<file path="config.mk">
export PLATFORM = sky130hd
export DESIGN_NAME = movegen_scheduler
export DESIGN_NICKNAME = d
export VERILOG_FILES = /design/src/rtl/movegen_pkg.sv /design/src/rtl/movegen_bus_port.sv /design/src/rtl/movegen_scheduler.sv
export SDC_FILE = /design/constraint.sdc
export NUM_CORES = 1
export LEC_CHECK = 0
export ABC_CLOCK_PERIOD_IN_PS = 6150
export CORE_AREA = 10 10 167 169
export CTS_BUF_LIST = sky130_fd_sc_hd__clkbuf_2 sky130_fd_sc_hd__clkbuf_4 sky130_fd_sc_hd__clkbuf_8
export DETAILED_ROUTE_END_ITERATION = 7
export DIE_AREA = 0 0 177 179
export GPL_ROUTABILITY_DRIVEN = 0
export GPL_TIMING_DRIVEN = 0
export PLACE_DENSITY_LB_ADDON = 0.05
export SYNTH_ARGS = -nofsm -noshare
export SYNTH_HDL_FRONTEND = slang
export SYNTH_SLANG_ARGS = --single-unit
</file>
<file path="constraint.sdc">
create_clock -name clk -period 6.15 [get_ports clk]
set_input_delay 1.23 -clock clk [delete_from_list [all_inputs] [get_ports clk]]
set_output_delay 1.23 -clock clk [all_outputs]
set_load 0.03 [all_outputs]
</file>
<file path="src/rtl/movegen_pkg.sv">
// Shared constants and FSM state type for the move-generator scheduler.
package movegen_pkg;

    localparam int unsigned BOARD_BYTES = 256;

    localparam int unsigned PIECE_PAWN   = 1;
    localparam int unsigned PIECE_KNIGHT = 2;
    localparam int unsigned PIECE_BISHOP = 3;
    localparam int unsigned PIECE_ROOK   = 4;
    localparam int unsigned PIECE_QUEEN  = 5;
    localparam int unsigned PIECE_KING   = 6;

    // CPU-visible register indices
    localparam logic [3:0] REG_START  = 4'd0;
    localparam logic [3:0] REG_SRC    = 4'd1;
    localparam logic [3:0] REG_DST    = 4'd2;
    localparam logic [3:0] REG_MAX    = 4'd3;
    localparam logic [3:0] REG_CYCLES = 4'd6;

    // Generator register indices; index 0 is GO on write and RESULT on read
    localparam logic [3:0] GEN_REG_CTRL = 4'd0;
    localparam logic [3:0] GEN_REG_SRC  = 4'd1;
    localparam logic [3:0] GEN_REG_DST  = 4'd2;
    localparam logic [3:0] GEN_REG_X    = 4'd3;
    localparam logic [3:0] GEN_REG_Y    = 4'd4;

    typedef enum logic [3:0] {
        StIdle,
        StScanRd,
        StScanWait,
        StDecode,
        StGSrc,
        StGDst,
        StGX,
        StGY,
        StGGo,
        StGResult,
        StAdvance,
        StDone
    } state_e;

endpackage

</file>
<file path="src/rtl/movegen_bus_port.sv">
// Generator-bus access port: drives one access while req is held, pulses done
// on the accepting cycle and captures read data at that point.
module movegen_bus_port (
    input  logic        clk,
    input  logic        rst_n,
    input  logic        req,
    input  logic        wr,
    input  logic [3:0]  addr,
    input  logic [31:0] wdata,
    output logic        done,
    output logic [31:0] rdata,
    output logic [3:0]  gen_address,
    output logic        gen_read,
    output logic        gen_write,
    output logic [31:0] gen_writedata,
    input  logic [31:0] gen_readdata,
    input  logic        gen_waitrequest
);

    logic [31:0] rdata_q;

    always_comb begin
        gen_address   = req ? addr : 4'd0;
        gen_write     = req && wr;
        gen_read      = req && !wr;
        gen_writedata = (req && wr) ? wdata : 32'd0;
        done          = req && !gen_waitrequest;
    end

    always_ff @(posedge clk or negedge rst_n) begin
        if (!rst_n) begin
            rdata_q <= 32'd0;
        end else if (done && !wr) begin
            rdata_q <= gen_readdata;
        end
    end

    assign rdata = rdata_q;

endmodule

</file>
<file path="src/rtl/movegen_scheduler.sv">
// Scans a source board and dispatches each own-colour piece to its generator.
// Optional cycle counter at CPU address 6 is built when SCHED_CYCLE_COUNT_EN is defined.
module movegen_scheduler
    import movegen_pkg::*;
#(
    parameter int unsigned NUM_GEN        = PIECE_KING,
    parameter int unsigned GEN_MAX_BOARDS = 28
) (
    input  logic               clk,
    input  logic               rst_n,
    output logic               slave_waitrequest,
    input  logic [3:0]         slave_address,
    input  logic               slave_read,
    output logic [31:0]        slave_readdata,
    input  logic               slave_write,
    input  logic [31:0]        slave_writedata,
    input  logic               master_waitrequest,
    output logic [31:0]        master_address,
    output logic               master_read,
    input  logic [31:0]        master_readdata,
    input  logic               master_readdatavalid,
    output logic [NUM_GEN-1:0] gen_sel,
    output logic [3:0]         gen_address,
    output logic               gen_read,
    output logic               gen_write,
    output logic [31:0]        gen_writedata,
    input  logic [31:0]        gen_readdata,
    input  logic               gen_waitrequest
);

    state_e state_q, state_d;

    logic [5:0]         sq_q;
    logic [7:0]         pc_q;
    logic [31:0]        total_q, cursor_q, src_q, dst_q, max_q;
    logic               overflow_q, colour_q, acc_pend_q;
    logic [NUM_GEN-1:0] gen_sel_q;

    logic        busy, start_wr, cfg_wr, rd_result;
    logic [7:0]  mag;
    logic        skip, no_room;
    logic        bus_req, bus_wr, bus_done;
    logic [3:0]  bus_addr;
    logic [31:0] bus_wdata, bus_rdata;
    logic [31:0] cycles_rd;
    logic        unused_bits;

    assign busy      = !(state_q == StIdle || state_q == StDone);
    assign start_wr  = slave_write && (slave_address == REG_START) && (state_q == StIdle);
    assign cfg_wr    = slave_write && (state_q == StIdle || state_q == StDone);
    assign rd_result = slave_read && (slave_address == REG_START);

    // -128 maps to 128, which is simply out of range
    assign mag     = pc_q[7] ? (8'd0 - pc_q) : pc_q;
    assign skip    = (pc_q == 8'd0) || (pc_q[7] != colour_q) || (32'(mag) > NUM_GEN);
    assign no_room = (max_q - total_q) < GEN_MAX_BOARDS;

    assign unused_bits = ^{master_readdata[31:8], total_q[31]};

    always_ff @(posedge clk or negedge rst_n) begin
        if (!rst_n) begin
            state_q <= StIdle;
        end else begin
            state_q <= state_d;
        end
    end

    always_comb begin
        state_d = state_q;
        case (state_q)
            StIdle:     if (start_wr) state_d = StScanRd;
            StScanRd:   if (!master_waitrequest) state_d = StScanWait;
            StScanWait: if (master_readdatavalid) state_d = StDecode;
            StDecode: begin
                if (skip)         state_d = StAdvance;
                else if (no_room) state_d = StDone;
                else              state_d = StGSrc;
            end
            StGSrc:     if (bus_done) state_d = StGDst;
            StGDst:     if (bus_done) state_d = StGX;
            StGX:       if (bus_done) state_d = StGY;
            StGY:       if (bus_done) state_d = StGGo;
            StGGo:      if (bus_done) state_d = StGResult;
            StGResult:  if (bus_done) state_d = StAdvance;
            StAdvance:  state_d = (sq_q == 6'd63) ? StDone : StScanRd;
            StDone:     if (rd_result) state_d = StIdle;
            default:    state_d = StIdle;
        endcase
    end

    always_comb begin
        master_read    = 1'b0;
        master_address = 32'd0;
        bus_req        = 1'b0;
        bus_wr         = 1'b1;
        bus_addr       = 4'd0;
        bus_wdata      = 32'd0;
        case (state_q)
            StScanRd: begin
                master_read    = 1'b1;
                master_address = src_q + {24'd0, sq_q, 2'b00};
            end
            StGSrc: begin
                bus_req   = 1'b1;
                bus_addr  = GEN_REG_SRC;
                bus_wdata = src_q;
            end
            StGDst: begin
                bus_req   = 1'b1;
                bus_addr  = GEN_REG_DST;
                bus_wdata = cursor_q;
            end
            StGX: begin
                bus_req   = 1'b1;
                bus_addr  = GEN_REG_X;
                bus_wdata = {29'd0, sq_q[2:0]};
            end
            StGY: begin
                bus_req   = 1'b1;
                bus_addr  = GEN_REG_Y;
                bus_wdata = {29'd0, sq_q[5:3]};
            end
            StGGo: begin
                bus_req   = 1'b1;
                bus_addr  = GEN_REG_CTRL;
                bus_wdata = 32'd1;
            end
            StGResult: begin
                bus_req  = 1'b1;
                bus_wr   = 1'b0;
                bus_addr = GEN_REG_CTRL;
            end
            default: ;
        endcase
    end

    always_ff @(posedge clk or negedge rst_n) begin
        if (!rst_n) begin
            sq_q       <= 6'd0;
            pc_q       <= 8'd0;
            total_q    <= 32'd0;
            cursor_q   <= 32'd0;
            src_q      <= 32'd0;
            dst_q      <= 32'd0;
            max_q      <= 32'd0;
            overflow_q <= 1'b0;
            colour_q   <= 1'b0;
            acc_pend_q <= 1'b0;
            gen_sel_q  <= '0;
        end else begin
            if (cfg_wr) begin
                case (slave_address)
                    REG_SRC: src_q <= slave_writedata;
                    REG_DST: dst_q <= slave_writedata;
                    REG_MAX: max_q <= slave_writedata;
                    default: ;
                endcase
            end
            case (state_q)
                StIdle: begin
                    if (start_wr) begin
                        sq_q       <= 6'd0;
                        total_q    <= 32'd0;
                        overflow_q <= 1'b0;
                        acc_pend_q <= 1'b0;
                        cursor_q   <= dst_q;
                        colour_q   <= slave_writedata[0];
                    end
                end
                StScanWait: if (master_readdatavalid) pc_q <= master_readdata[7:0];
                StDecode: begin
                    if (!skip) begin
                        if (no_room) overflow_q <= 1'b1;
                        else         gen_sel_q  <= NUM_GEN'(1) << (mag - 8'd1);
                    end
                end
                StGResult: begin
                    if (bus_done) begin
                        gen_sel_q  <= '0;
                        acc_pend_q <= 1'b1;
                    end
                end
                StAdvance: begin
                    // Count captured on accept is folded in here, one cycle later
                    if (acc_pend_q) begin
                        total_q    <= total_q + bus_rdata;
                        cursor_q   <= cursor_q + bus_rdata * BOARD_BYTES;
                        acc_pend_q <= 1'b0;
                    end
                    if (sq_q != 6'd63) sq_q <= sq_q + 6'd1;
                end
                default: ;
            endcase
        end
    end

`ifdef SCHED_CYCLE_COUNT_EN
    logic [31:0] cycles_q;

    always_ff @(posedge clk or negedge rst_n) begin
        if (!rst_n) begin
            cycles_q <= 32'd0;
        end else if (start_wr) begin
            cycles_q <= 32'd0;
        end else if (busy && cycles_q != 32'hFFFF_FFFF) begin
            cycles_q <= cycles_q + 32'd1;
        end
    end

    assign cycles_rd = cycles_q;
`else
    assign cycles_rd = 32'd0;
`endif

    always_comb begin
        slave_waitrequest = rd_result && busy;
        case (slave_address)
            REG_START:  slave_readdata = busy ? 32'd0 : {overflow_q, total_q[30:0]};
            REG_CYCLES: slave_readdata = cycles_rd;
            default:    slave_readdata = 32'd0;
        endcase
    end

    assign gen_sel = gen_sel_q;

    movegen_bus_port u_bus_port (
        .clk             (clk),
        .rst_n           (rst_n),
        .req             (bus_req),
        .wr              (bus_wr),
        .addr            (bus_addr),
        .wdata           (bus_wdata),
        .done            (bus_done),
        .rdata           (bus_rdata),
        .gen_address     (gen_address),
        .gen_read        (gen_read),
        .gen_write       (gen_write),
        .gen_writedata   (gen_writedata),
        .gen_readdata    (gen_readdata),
        .gen_waitrequest (gen_waitrequest)
    );

endmodule
</file>
After elaboration in Yosys (flattened, before gate mapping):

Cells that the tools add are included.

* add/subtract/negate cells: 7
* multiply operators: 0
* divide/modulo/power cells: 0
* $lt $le $gt $ge: 2
* equal/unequal tests: 32
* shifts and indexed selects: 1
* multiplexer cells: 44
* bitwise logic cells: 0
* reductions and logical operators: 33

Operator list (count)
* $mux W32: 8
* $pmux W32 S5: 1
* $pmux W32 S2: 2
* $add A32 B32 Y32: 2
* $mux W4: 13
* $pmux W4 S12: 1
* $add A32 B8 Y32: 1
* $lt A32 B5 Y1 const B: 1
* $sub A32 B32 Y32: 1
* $mux W6: 5
* $pmux W6 S2: 2
* $ne A2 B2 Y1 const B: 9
* $eq A4 B2 Y1 const B: 4
* $eq A4 B3 Y1 const B: 4
* $eq A4 B4 Y1 const B: 4
* $ne A2 B1 Y1 const B: 6
* $pmux W3 S4: 1
* $reduce_and A10 Y1: 1
* $reduce_and A2 Y1: 5
* $logic_and A1 B1 Y1: 9
* $reduce_and A3 Y1: 3
* $eq A4 B1 Y1 const B: 2
* $gt A8 B3 Y1 const B: 1
* $logic_not A4 Y1: 2
* other kinds (19): 31

* bits in registers: 219
* latch bits: 0
* RAM bits: 0
* memory bits (read-only): 0
* word-level logic and storage cells: 132
* memories: 0

Logic depth before layout (Yosys ltp):

Gate-level depths: netlist of run 1.

* depth in word-level cells: 7
* gate-level depth with buffers: 14
* gate-level depth less buffers: 14

By module:

Synthesis of run 1 repeated with hierarchy kept, for this count alone.

* cells, all modules: 1618
* area, all modules: 14995.6 um2

Modules (own cells, without submodules)
* movegen_scheduler: times used 1, cells an instance 1504, area an instance 13511.7 um2, sequential area each 4679.5 um2
* movegen_bus_port: times used 1, cells an instance 114, area an instance 1483.9 um2, sequential area each 800.8 um2

Least setup slack after synthesis of run 1:

Ideal clock, no wire load.

* path kind: flip-flop to output port
* start: register sq_q[1]
* end: output port master_address[31]
* arrival time: 2.773 ns
* required time: 4.920 ns
* path slack: 2.147 ns
* cell stages (with the launch flop): 12
* buffers on the path: 0
* cells stage by stage: dfrtp_1 ha_1 a21o_1 a21o_1 a21oi_1 o21bai_1 a21oi_1 nor4_1 nand2b_1 or4_1 xor2_1 nor2_1

* cells in the longest elaborated chain, start to end: 2

RTL lines
* start, declared: line movegen_scheduler.sv:33 `logic [5:0] sq_q;`
* start signal, assigned: line movegen_scheduler.sv:190 `if (sq_q != 6'd63) sq_q <= sq_q + 6'd1;`
* $add A32 B8 Y32: line movegen_scheduler.sv:101 `master_address = src_q + {24'd0, sq_q, 2'b00};`
* $mux W32: line movegen_scheduler.sv:98 `case (state_q)`
* end, declared: line movegen_scheduler.sv:18 `output logic [31:0] master_address,`

No other way between the ends.

Final worst setup path of run 1:

Same ends and word-level chain as after synthesis.

==> impl_metrics.yaml, run 1 <==
critical_path:
  endpoint_kind: "primary output"
  slowest_stage: "clkdlybuf4s50_1"
  critical_path_arrival_ps: 4570
  critPathTopFamily: "simple AND/OR/NAND/NOR gates"
  crit_chain: "ha_1 > a21o_1 > a21o_1 > a21oi_1 > o21bai_1 > a21oi_1 > nor4_1 > nand2b_1 > or4_1 > xor2_1 > nor2_1 > clkdlybuf4s50_1"
  cp-start-kind: "register"
  worstSetupPathType: "register to primary output"
  r2r_slack_ps: 1460
  worst-path-buf-inv: 1
  crit_fanout: 6
  slowest_delay_ps: 700
  worstPathRequired_ps: 4920
logic_synthesis:
  ys.flop_type: "dfrtp_1"
  synthTopCellsByArea: "dfrtp_1 (37%), mux2_2 (10%), ha_1 (7.8%), a21oi_1 (3.7%), nand2_1 (2.9%)"
  syn_avg_cell_area_sq_um: 9.32
  synth_cell_types: 75
  synth_top_area_share_pct: 36.7
  synth_largest_area_cell: "dfrtp_1"
  yosysSeqAreaShare_pct: 36.7
  synth.ff_latch_count: 219
  ys_warn_count: 0
  postSynthCellCount: 1603
  synth-edff-count: 0
  async_reset_ff_share_pct: 100
  synthesis.nets: 1806
  syn_area_sq_mm: 0.0149
timing:
  maxSlewHeadroom_pct: 19.1
  finalSetupViolations: 0
  final.period_utilization_pct: 94.4
  fin_tns_setup_ps: 0
  worst_slack_ps: 346
  clock_skew_ps: 46.0
  tightest_slew_ps: 1210
  timing.final.crit_period_ps: 5800
  rsz0062_at_grt: "no"
  report.final.slew_viol_count: 0
  hold_viol: 0
  fmax_mhz: 172
route:
  drt_iter0_markers: 1086
  wire_per_inst_um: 21.4
  vias_per_cell: 6.22
  antenna_left: 0
  remaining_drc_errors: 0
  firstDrtPassIters: 6
  drt_wl_total_mm: 47.1
  num_vias: 13700
clock_network:
  htree_levels: 2
  cts_resized: 0
  cts_tree: "built"
  cts_buffers: 41
  clk_pin_slew_worst_paths_ps: 60
  cts_root_buf: "clkbuf_8"
  ctsHoldBuffers: 0
  post_cts_buffers: 0
  cts.sinks: 219
  worstSkewPairLatency_ps: 570
  clockBufferDepth: 3
floorplan:
  pin_count: 217
  rows: 58
  initial_core_util_pct: 60.4
  dieHeight_um: 179
  die_w_um: 177
  die_area_sq_mm: 0.0317
  core_sq_mm: 0.0247
cells_and_area:
  antennaDiodeCount: 0
  ff_latch_area_sq_mm: 0.00548
  multi_input_area_sq_mm: 0.00894
  nFillCells: 1890
  fin_util_pct: 73.9
  syn_to_final_growth_pct: 22.4
  layout-drive-gt1-share_pct: 12.8
  nets: 2043
pwr:
  total_power_mw: 10.5
  ir_drop_mv: 0.280
  power.density_mw_per_mm2: 575
  total_leakage_power_nw: 8.40
grt:
  grt_first_pass_wirelength_mm: 74.0
  grt_max_degree: 114
  track_usage_pct: 29.2
  overflow: 0
  antenna_found_initial: 1
  grt_pass1_vias: 13800
placed_design:
  io_buffers: 191
  dp_hpwl_mm: 36.3
  dp_slack_ps: 836
run:
  drv_cap: 0
min_path:
  hp-class: "register to register"
run_status:
  outcome: "finished, final reports clean"
==> where the power goes <==
group          total, mW  internal [mW]  switching (mW)
logic               6.25           2.66            3.58
registers           2.65           2.03           0.624
clock network       1.62          0.970           0.647
total               10.5           5.66            4.86
==> metal layers <==
metal / up-vias / GRT usage, % / part of all wire [%]
met5: - / 0 / 0
met4: 0 / 11.4 / 3.5
met3: 107 / 5.54 / 7.8
met2: 534 / 48.6 / 48
met1: 6719 / 36.9 / 41
li1: 6344 / - / -
==> tightest hold or removal path, delay by kind of cell (launching register included) <==
kind,cells,cell delay [ps]
flip-flops,1,340
AND/OR/NAND/NOR,2,100
==> final cells by class <==
type | instances | share of cell area, %
Buffer | 75 | 1.57
Inverter | 66 | 1.35
Multi-Input combinational cell | 1243 | 48.9
Clock inverter | 6 | 0.493
Clock buffer | 70 | 4.72
Timing Repair Buffer | 194 | 10.7
Tap cell | 330 | 2.26
Sequential cell | 219 | 30.0
==> flip-flops by register name, indices dropped and copies added (netlist names) <==
name	flops
max_q	32
gen_sel	6
sq_q	6
cursor_q	32
state_q	4
u_bus_port.rdata	32
dst_q	32
acc_pend_q	1
total_q	32
pc_q	8
colour_q	1
overflow_q	1
src_q	32
==> placed cells by master (no fill, tap or decap), types with 46 or more instances in the layout <==
cell type / n
ha_1: 93
o21ai_0: 80
clkdlybuf4s50_1: 190
a21oi_1: 109
clkbuf_8: 54
nand2_1: 117
inv_1: 66
and3_1: 54
mux2_2: 135
clkbuf_1: 63
a21o_1: 46
nand3_1: 55
nor2_1: 113
dfrtp_1: 219
==> synthesized netlist by cell type, types with 33 or more instances <==
cell type and instances:
nor2_1 113, xor2_1 42, xnor2_1 45, a21o_1 46, ha_1 93, mux2_2 135
a21oi_1 109, nand2_1 117, and3_1 54, dfrtp_1 219, nor3_1 33, inv_1 66
clkbuf_1 63, o21ai_0 80, nand3_1 55
==> stage by stage <==
step	std cells	hold WS, ps	area, sq um
after CTS	2203	467	18300
after floorplan	1603	433	14900
after global routing	2203	483	18300
after global placement	2124	447	17300
final	2203	469	18300
after detailed placement	2127	453	17300
==> kinds of logic (layout without fill, tap and decap cells) <==
group / after synthesis / in the layout / share of synthesized area [%]
compound gates: 411 / 411 / 18.1
xor+xnor: 87 / 87 / 5.10
fa+ha+maj: 96 / 96 / 8.19
buf+inv: 141 / 411 / 3.58
flops: 219 / 219 / 36.7
mux: 155 / 155 / 11.9
other cells: 1 / 1 / 0.0251
simple gates: 493 / 493 / 16.5
==> worst paths after layout <==
check | startpoint | endpoint | cells after the start
max | sq_q[1]$_DFFE_PN0P_ | master_address[31] | 12
min | dst_q[2]$_DFFE_PN0P_ | cursor_q[2]$_DFFE_PN0P_ | 2
max reg2reg | total_q[9]$_DFFE_PN0P_ | gen_sel[1]$_DFFE_PN0P_ | 14
min reg2reg | dst_q[2]$_DFFE_PN0P_ | cursor_q[2]$_DFFE_PN0P_ | 2
max in group asynchronous | rst_n | dst_q[9]$_DFFE_PN0P_ | 2
min in group asynchronous | rst_n | state_q[0]$_DFFE_PN0P_ | 1
(Power assumes the default switching activity.)
==> run 2: changes to the inputs <==
--- a/config.mk
+++ b/config.mk
@@ -10,7 +10,6 @@
 export CTS_BUF_LIST = sky130_fd_sc_hd__clkbuf_2 sky130_fd_sc_hd__clkbuf_4 sky130_fd_sc_hd__clkbuf_8
 export DETAILED_ROUTE_END_ITERATION = 7
 export DIE_AREA = 0 0 177 179
-export GPL_ROUTABILITY_DRIVEN = 0
 export GPL_TIMING_DRIVEN = 0
 export PLACE_DENSITY_LB_ADDON = 0.05
 export SYNTH_ARGS = -nofsm -noshare
==> constraint.sdc (replaced) <==
create_clock -name clk -period 6.15 [get_ports clk]
set_input_delay 1.23 -clock clk [delete_from_list [all_inputs] [get_ports clk]]
set_output_delay 1.23 -clock clk [all_outputs]
set_load 0.1 [all_outputs]
==> impl_metrics.yaml, run 2 (same netlist as run 1, synthesis figures left out) <==
critical_path:
  slowest_delay_ps: 1140
  critPathTopFamily: "simple AND/OR/NAND/NOR gates"
  worst-path-buf-inv: 1
  critical_path_arrival_ps: 4750
  slowest_stage: "clkdlybuf4s50_1"
  worstSetupPathType: "register to primary output"
  crit_chain: "ha_1 > fa_1 > a21o_1 > a21oi_1 > o21bai_1 > a21oi_1 > nor2_1 > nand3_1 > or3_1 > nor3_1 > xnor2_1 > nor2_1 > clkdlybuf4s50_1"
  crit_fanout: 5
  worstPathRequired_ps: 4920
  cp-start-kind: "register"
  endpoint_kind: "primary output"
placed_design:
  dp_slack_ps: 494
  placed_area_sq_mm: 0.0173
  dp_cells: 2127
  place_congestion: 0.949
  dp_hpwl_mm: 36.7
  io_buffers: 191
timing:
  finalSetupViolations: 0
  timing.final.crit_period_ps: 5980
  hold_slack_ps: 463
  clock_skew_ps: 33.2
  maxSlewHeadroom_pct: 12.5
  final.period_utilization_pct: 97.2
  fin_tns_setup_ps: 0
  hold_viol: 0
  tightest_slew_ps: 1310
  rsz0062_at_grt: "no"
  report.final.slew_viol_count: 0
  worst_slack_ps: 170
  fmax_mhz: 167
grt:
  grt_max_degree: 122
  overflow: 0
  antenna_found_initial: 2
  track_usage_pct: 29.5
  grt_first_pass_wirelength_mm: 73.8
  grt_pass1_vias: 13500
route:
  wire_per_inst_um: 21.8
  antenna_left: 0
  num_vias: 13700
  drt_wl_total_mm: 47.8
  vias_per_cell: 6.22
  remaining_drc_errors: 0
  drt_iter0_markers: 1184
  firstDrtPassIters: 6
clock_network:
  cts_root_buf: "clkbuf_8"
  cts_buffers: 40
  ctsHoldBuffers: 0
  worstSkewPairLatency_ps: 560
  cts_tree: "built"
  clockBufferDepth: 3
  clk_pin_slew_worst_paths_ps: 60
  cts.sinks: 219
  htree_levels: 2
cells_and_area:
  final_cell_area_sq_mm: 0.0183
  antennaDiodeCount: 0
  layout-drive-gt1-share_pct: 12.5
  final_common_cell: "dfrtp_1"
  syn_to_final_growth_pct: 22.2
  nFillCells: 1846
  fin_util_pct: 73.8
  final_cell_mix: "dfrtp_1 (219), clkdlybuf4s50_1 (186), mux2_2 (135)"
  instances_no_fill: 2198
  nets: 2042
pwr:
  total_power_mw: 10.9
  sw_frac_of_total_pct: 48.3
  intPower_mw: 5.64
  power_frac_comb_pct: 61.0
  ir_drop_mv: 0.358
  power.density_mw_per_mm2: 597
  power_switching_mw: 5.26
  p_clk_share_pct: 14.6
  total_leakage_power_nw: 8.43
  pwr-share-seq_pct: 24.4
floorplan:
  core_sq_mm: 0.0247
  rows: 58
  die_area_sq_mm: 0.0317
  initial_core_util_pct: 60.4
  dieHeight_um: 179
  pin_count: 217
  die_w_um: 177
min_path:
  hp-class: "register to register"
run:
  drv_cap: 0
run_status:
  outcome: "finished, final reports clean"
-- run 2: what timing repair did --
| item | in CTS | in global routing |
|---|---|---|
| endpoints found under the setup margin | 1 | 4 |
| endpoints found under the hold margin | 0 | 0 |
| buffers inserted | 0 | 0 |
| gates resized for setup | 1 | 4 |
-- run 2: routing by layer --
metal,global-route usage (%),share of wire [%]
met4,11.8,3.5
met2,47.9,47
met5,0,0
met3,6.26,7.8
met1,37.6,42
-- run 2: worst paths after layout --
check | from | end | slack, ps | cells past startpoint
worst max-delay path | sq_q[0]$_DFFE_PN0P_ | master_address[30] | 170 | 13
worst min-delay path | dst_q[2]$_DFFE_PN0P_ | cursor_q[2]$_DFFE_PN0P_ | 460 | 2
worst max register to register | total_q[9]$_DFFE_PN0P_ | gen_sel[5]$_DFFE_PN0P_ | 1500 | 14
worst min register to register | dst_q[2]$_DFFE_PN0P_ | cursor_q[2]$_DFFE_PN0P_ | 460 | 2
max in group asynchronous | rst_n | gen_sel[0]$_DFFE_PN0P_ | 4360 | 2
min in group asynchronous | rst_n | u_bus_port.rdata[28]$_DFFE_PN0P_ | 680 | 1
-- run 2: cell type report --
type | instances | area, sq um | area share, %
timing repair buffer | 194 | 1970 | 10.8
clock inverter | 17 | 219 | 1.20
sequential | 219 | 5480 | 30.0
buffer | 75 | 288 | 1.58
tap | 330 | 413 | 2.26
multi-input combinational | 1243 | 8940 | 49.0
clock buffer | 54 | 699 | 3.83
inverter | 66 | 248 | 1.36
-- run 2: tightest hold or removal path: cells and delay by family (launching register included) --
kind	cells	cell delay, ps
DFF	1	340
and+or+nand+nor	2	100
-- run 2: power by group through the flow --
| stage | sequential (mW) | combinational (mW) | clock [mW] |
|---|---|---|---|
| 6_report | 2.66 | 6.65 | 1.60 |
| 4_1_cts | 2.63 | 6.55 | 1.61 |
| 3_5_place_dp | 2.65 | 6.48 | 0 |
| 5_1_grt | 2.72 | 7.29 | 1.68 |
| 3_3_place_gp | 2.63 | 6.32 | 0 |
| 2_1_floorplan | 2.45 | 5.05 | 0 |
